[config.mk]
export PLATFORM = sky130hd
export DESIGN_NAME = unidade_controle_seq
export DESIGN_NICKNAME = d
export VERILOG_FILES = /design/src/rtl/unidade_controle_seq.sv
export SDC_FILE = /design/constraint.sdc
export NUM_CORES = 1
export LEC_CHECK = 0
export ABC_AREA = 1
export CAP_MARGIN = 15
export CORE_ASPECT_RATIO = 0.7
export CORE_MARGIN = 1
export CORE_UTILIZATION = 45
export CTS_BUF_LIST = sky130_fd_sc_hd__clkbuf_16
export CTS_CLUSTER_DIAMETER = 80
export CTS_CLUSTER_SIZE = 28
export DETAILED_ROUTE_END_ITERATION = 10
export GPL_ROUTABILITY_DRIVEN = 0
export PLACE_DENSITY = 0.9
export SYNTH_ARGS = -nofsm -noshare
export SYNTH_HDL_FRONTEND = slang
export SYNTH_SLANG_ARGS = --single-unit
[constraint.sdc]
create_clock -name clk -period 4.1 [get_ports clk]
set_clock_uncertainty 0.2 [all_clocks]
set_input_delay 1.23 -clock clk [delete_from_list [all_inputs] [get_ports clk]]
set_output_delay 1.23 -clock clk [all_outputs]
set_load 0.01 [all_outputs]
[src/rtl/unidade_controle_seq.sv]
// Sequencing control unit for the multicycle datapath: latches an instruction on run,
// steps through T1..T3 and drives bus selects, write enables and ALU controls.
module unidade_controle_seq #(
    parameter int REG_ADDR_W = 3,
    parameter int OPC_W      = 3
) (
    input  logic                                  clk,
    input  logic                                  resetn,
    input  logic                                  run,
    input  logic [OPC_W+2*REG_ADDR_W-1:0]         instr,
    input  logic                                  g_zero,
    output logic [(2**REG_ADDR_W)-1:0]            r_out,
    output logic                                  imm_out,
    output logic                                  g_out,
    output logic [(2**REG_ADDR_W)-1:0]            r_en,
    output logic                                  a_en,
    output logic                                  g_en,
    output logic [1:0]                            alu_op,
    output logic                                  out_en,
    output logic                                  busy,
    output logic                                  done
);
    localparam int NUM_REGS = 2**REG_ADDR_W;
    localparam int IR_W     = OPC_W + 2*REG_ADDR_W;

    localparam logic [OPC_W-1:0] OP_ADD  = OPC_W'(0);
    localparam logic [OPC_W-1:0] OP_SUB  = OPC_W'(1);
    localparam logic [OPC_W-1:0] OP_NAND = OPC_W'(2);
    localparam logic [OPC_W-1:0] OP_MVNZ = OPC_W'(3);
    localparam logic [OPC_W-1:0] OP_OUT  = OPC_W'(4);
    localparam logic [OPC_W-1:0] OP_LDI  = OPC_W'(5);
    localparam logic [OPC_W-1:0] OP_NOP  = OPC_W'(6);
    localparam logic [OPC_W-1:0] OP_MV   = OPC_W'(7);

    typedef enum logic [1:0] {IDLE, T1, T2, T3} state_t;

    state_t                  state_q, state_d;
    logic [IR_W-1:0]         ir_q, ir_d;
    logic [OPC_W-1:0]        opc;
    logic [REG_ADDR_W-1:0]   rx, ry;
    logic                    last_step;

    function automatic logic [NUM_REGS-1:0] onehot(input logic [REG_ADDR_W-1:0] idx);
        logic [NUM_REGS-1:0] v;
        v      = '0;
        v[idx] = 1'b1;
        return v;
    endfunction

    assign opc = ir_q[IR_W-1 -: OPC_W];
    assign rx  = ir_q[2*REG_ADDR_W-1 -: REG_ADDR_W];
    assign ry  = ir_q[REG_ADDR_W-1:0];

    always_ff @(posedge clk) begin
        if (resetn) begin
            state_q <= IDLE;
            ir_q    <= '0;
        end else begin
            state_q <= state_d;
            ir_q    <= ir_d;
        end
    end

    always_comb begin
        state_d   = state_q;
        ir_d      = ir_q;
        r_out     = '0;
        imm_out   = 1'b0;
        g_out     = 1'b0;
        r_en      = '0;
        a_en      = 1'b0;
        g_en      = 1'b0;
        alu_op    = 2'b00;
        out_en    = 1'b0;
        busy      = 1'b0;
        done      = 1'b0;
        last_step = 1'b0;

        case (state_q)
            IDLE: begin
                if (run) begin
                    ir_d    = instr;
                    state_d = T1;
                end
            end
            T1: begin
                busy = 1'b1;
                case (opc)
                    OP_ADD, OP_SUB, OP_NAND: begin
                        r_out   = onehot(rx);
                        a_en    = 1'b1;
                        state_d = T2;
                    end
                    OP_MVNZ: begin
                        r_out     = onehot(ry);
                        if (!g_zero) r_en = onehot(rx);
                        last_step = 1'b1;
                    end
                    OP_OUT: begin
                        r_out     = onehot(rx);
                        out_en    = 1'b1;
                        last_step = 1'b1;
                    end
                    OP_LDI: begin
                        imm_out   = 1'b1;
                        r_en      = onehot(rx);
                        last_step = 1'b1;
                    end
                    OP_MV: begin
                        r_out     = onehot(ry);
                        r_en      = onehot(rx);
                        last_step = 1'b1;
                    end
                    default: last_step = 1'b1;  // NOP
                endcase
            end
            T2: begin
                busy    = 1'b1;
                r_out   = onehot(ry);
                g_en    = 1'b1;
                state_d = T3;
                case (opc)
                    OP_SUB:  alu_op = 2'b01;
                    OP_NAND: alu_op = 2'b10;
                    default: alu_op = 2'b00;
                endcase
            end
            T3: begin
                busy      = 1'b1;
                g_out     = 1'b1;
                r_en      = onehot(rx);
                last_step = 1'b1;
            end
            default: state_d = IDLE;
        endcase

        // The final step doubles as an accept slot so back-to-back issue has no bubble.
        if (last_step) begin
            done = 1'b1;
            if (run) begin
                ir_d    = instr;
                state_d = T1;
            end else begin
                state_d = IDLE;
            end
        end
    end
endmodule

### Word-level counts from Yosys, hierarchy flattened

Index checks and enable logic that the tools add are counted.

* input port bits: 13
* bits in registers: 11
* word-level logic and storage cells: 60
* output and inout port bits: 25

* equality and inequality tests: 11
* reduce and logical (&&, ||, !) cells: 11
* order comparisons: 4
* muxes and demuxes: 32

Operator list (number)
* $pmux W8 S2: 4
* $mux W9: 4
* $mux W1: 14
* $eq A3 B3 Y1 const B: 3
* $lt A3 B4 Y1 const B: 2
* $mux W2: 4
* $mux W8: 1
* $demux W1 S3: 2
* $eq A3 B2 Y1 const B: 2
* $ge A3 B1 Y1 const B: 2
* $pmux W2 S3: 1
* $reduce_or A3 Y1: 2
* $eq A2 B2 Y1 const B: 2
* $pmux W2 S2: 1
* $reduce_bool A4 Y1: 1
* $reduce_or A2 Y1: 2
* $reduce_or A4 Y1: 1
* $eq A3 B1 Y1 const B: 1
* $logic_not A3 Y1: 1
* $ne A3 B2 Y1 const B: 1
* $ne A3 B3 Y1 const B: 1
* $reduce_and A3 Y1: 1
* $eq A2 B1 Y1 const B: 1
* $logic_and A1 B1 Y1: 2
* 2 further kinds: 2

### Logic depth before layout (Yosys ltp)

* word-level depth: 7
* depth in mapped cells: 10
* mapped depth without buffers: 9

### Worst setup path after synthesis

No wires, ideal clock.

* path kind: input port to output port
* from: in g_zero
* to: out r_en[0]
* arrival: 1.814 ns
* data required time: 2.670 ns
* buffers on the path: 0
* slack: 0.856 ns
* stages on the path: 3
* path through: o21ai_0 -> a31oi_1 -> nor2_1

* word-level cells in the longest chain between the ends: 3

RTL lines
* start, declared: RTL line 11 `input logic g_zero,`
* $mux W8: RTL line 96 `if (!g_zero) r_en = onehot(rx);`
* $pmux W8 S2: RTL line 88 `case (opc)`
* $pmux W8 S2: RTL line 79 `case (state_q)`
* end, declared: RTL line 15 `output logic [(2**REG_ADDR_W)-1:0] r_en,`

Every way passes these cells.

### Worst setup path in the final report

* from: in g_zero
* to: out r_en[1]

The elaborated chain is that of the path after synthesis.

==> metrics.txt <==
status complete, no violations; final setup vio count 0; HP Start state_q[1]; syn avg cell area 5.95 um2; crit path from g_zero; Antenna Cells 0; Die Wd 59.5 um; Clock Latency Late Sink 0.24 ns; Main synth FF type dfxtp_1; via count 1,345; PwrDens 521 nW/um2; yosys warns 0; syn_nets 194; Inst Count DP 238; DR vias/cell 5.53; Seq pwr share 22.3%; CP max-delay cell clkdlybuf4s50_1; Post-Syn Area 1040 um2; DR WL/cell 12.7 um; final antenna-violating net count 0; Hold Fails Final Rpt 0; Root Driver clkbuf_16; vias in the first global route 1,137; relative slew slack 60.8%; global-route wire length before repair 5220 um; kind of critical path input port to primary output; Sw Share 46.4%; Buf+Inv Stages, Crit Path 3; CP max FO 8; clock buffer depth 2; count of cell types in the netlist 23; post-synth top area cell dfxtp_1; switching power 363 uW; Post-synth EDFFs 0; Yosys reg bits 11; Leak Pwr 0.619 nW; sequential area share after synthesis 21.2%; fillers 176; # IOs 38; fin cells 243; FP Rows 14; worst path cell trace clkdlybuf4s50_1 -> o21ai_1 -> a31oi_2 -> buf_4 -> nor2_1 -> dlygate4sd2_1; Slew @ Worst Pin 0.586 ns; synth cell count leaders inv_1, nand2_1, a21oi_1; top-count cell post-synth inv_1; starting DRC count in detailed routing 105; Initial Util 47.9%; Fmax 258 MHz; Crit path max-delay family buffers and inverters; HPWL after DPL 2240 um; synth-to-layout area growth 44.2%; IO buf count 37; initial antenna violation count 0; worst flop-to-flop path startpoint state_q[0]; top cells by area, synth dfxtp_1, inv_1, nand2_1; core area 2170 um2; asr flop ratio synth 0%; First-pass DRT Iterations 5; Reg clk slew, reported paths 0.04 ns; Comb pwr share 55.4%; DRC viols 0; CTS tree built; DIE AREA 2510 um2; Hold Slack 0.350 ns; max incr delay on CP 0.46 ns; maximum VDD drop 0.000247 V; Synth Instances 175; nets 231; CP required 2.67 ns; Yosys top cell area share 21.2%; Total Wirelength 3100 um; crit end category primary output; die height 42.2 um; GRT Overall Usage 27.2%; RSZ-0062 raised after global routing false; final period utilization 94.4%; Worst Hold Class flip-flop to flip-flop; Congestion Overflow GR 0; internal power 419 uW; hold_buf cts 0; crit path time final 3.87 ns; clock power share 22.3%; Final Slew Violations 0; crit path DAT 2.44 ns; startpoint types input port; Clock Sinks 11; largest net degree at the start of global routing 21; fraction of layout cells with a size suffix above 1 6.16%; total of max-cap violations 0; CTS buffer count 3; maximum level of the CTS H-tree 1
[stage by stage]
stage	utilization, %	TNS (ns)	power (mW)	setup slack (ns)	cell area [um2]
after global routing	69.1	0	0.842	0.146	1500
after detailed placement	65.3	-1.57	0.585	-0.212	1420
final	69.1	0	0.782	0.228	1500
after CTS	69.1	0	0.771	0.235	1500
after floorplan	-	0	0.459	0.856	1040
after global placement	65.3	-1.29	0.569	-0.165	1420
[cell type report]
class                      count  area [um2]  share of cell area [%]
timing repair buffer          38         368                    24.5
multi-input combinational    128         682                    45.4
sequential                    11         220                    14.7
clock inverter                 1        3.75                   0.250
tap                           32        40.0                    2.67
clock buffer                   3        75.1                    5.00
inverter                      30         113                    7.50
[cell families after synthesis]
kind of cell,after synthesis,share of synthesized area [%]
buffers and inverters,36,13.9
AND/OR/NAND/NOR,83,37.7
adder cells (fa/ha/maj),6,7.21
AO/OA/AOI/OAI,39,20.0
flip-flops,11,21.2
[cell usage in the layout, fill, tap and decap left out, types with 2 or more instances in the layout]
| master | netlist | layout |
|---|---|---|
| clkbuf_16 | 0 | 3 |
| o21ai_0 | 10 | 9 |
| nor3_1 | 12 | 12 |
| nand4_1 | 10 | 10 |
| clkdlybuf4s50_1 | 0 | 29 |
| inv_1 | 29 | 30 |
| nand2_4 | 2 | 2 |
| dfxtp_1 | 11 | 11 |
| o21ai_1 | 8 | 9 |
| ha_1 | 6 | 6 |
| nor2_1 | 16 | 16 |
| nand2_1 | 27 | 27 |
| nand2_2 | 2 | 2 |
| a21oi_2 | 2 | 2 |
| nand3_1 | 12 | 12 |
| dlygate4sd2_1 | 0 | 8 |
| a21oi_1 | 17 | 17 |
[power by group through the flow]
| stage | sequential [mW] | combinational [mW] | clock, mW |
|---|---|---|---|
| floorplan | 0.163 | 0.296 | 0 |
| global placement | 0.170 | 0.399 | 0 |
| detailed placement | 0.174 | 0.411 | 0 |
| CTS | 0.172 | 0.423 | 0.176 |
| global route | 0.179 | 0.481 | 0.183 |
| finish | 0.174 | 0.433 | 0.175 |
[final timing paths]
path	cells after the start	to	slack, ns
max	6	r_en[1]	0.23
max reg2reg	9	state_q[0]	2.05
min reg2reg	2	state_q[1]	0.35
min	2	state_q[1]	0.35
[per-layer routing]
| layer | up-vias | track usage, % | part of all wire, % |
|---|---|---|---|
| li1 | 656 | - | - |
| met1 | 579 | 39.4 | 45 |
| met2 | 96 | 39.6 | 41 |
| met3 | 14 | 3.09 | 10 |
| met4 | 0 | 12.9 | 3.0 |
| met5 | - | 0 | 0 |
[tightest hold or removal path, delay by kind of cell (launching register included)]
family,cells,cell delay [ns]
compound gates,1,0.12
simple gates,1,0.05
flops,1,0.34
[repair_timing]
action / in CTS / in global routing
setup buffers: 1 / 0
endpoints found under the setup margin: 8 / 0
gates resized for setup: 10 / 0
(Power assumes the default switching activity.)
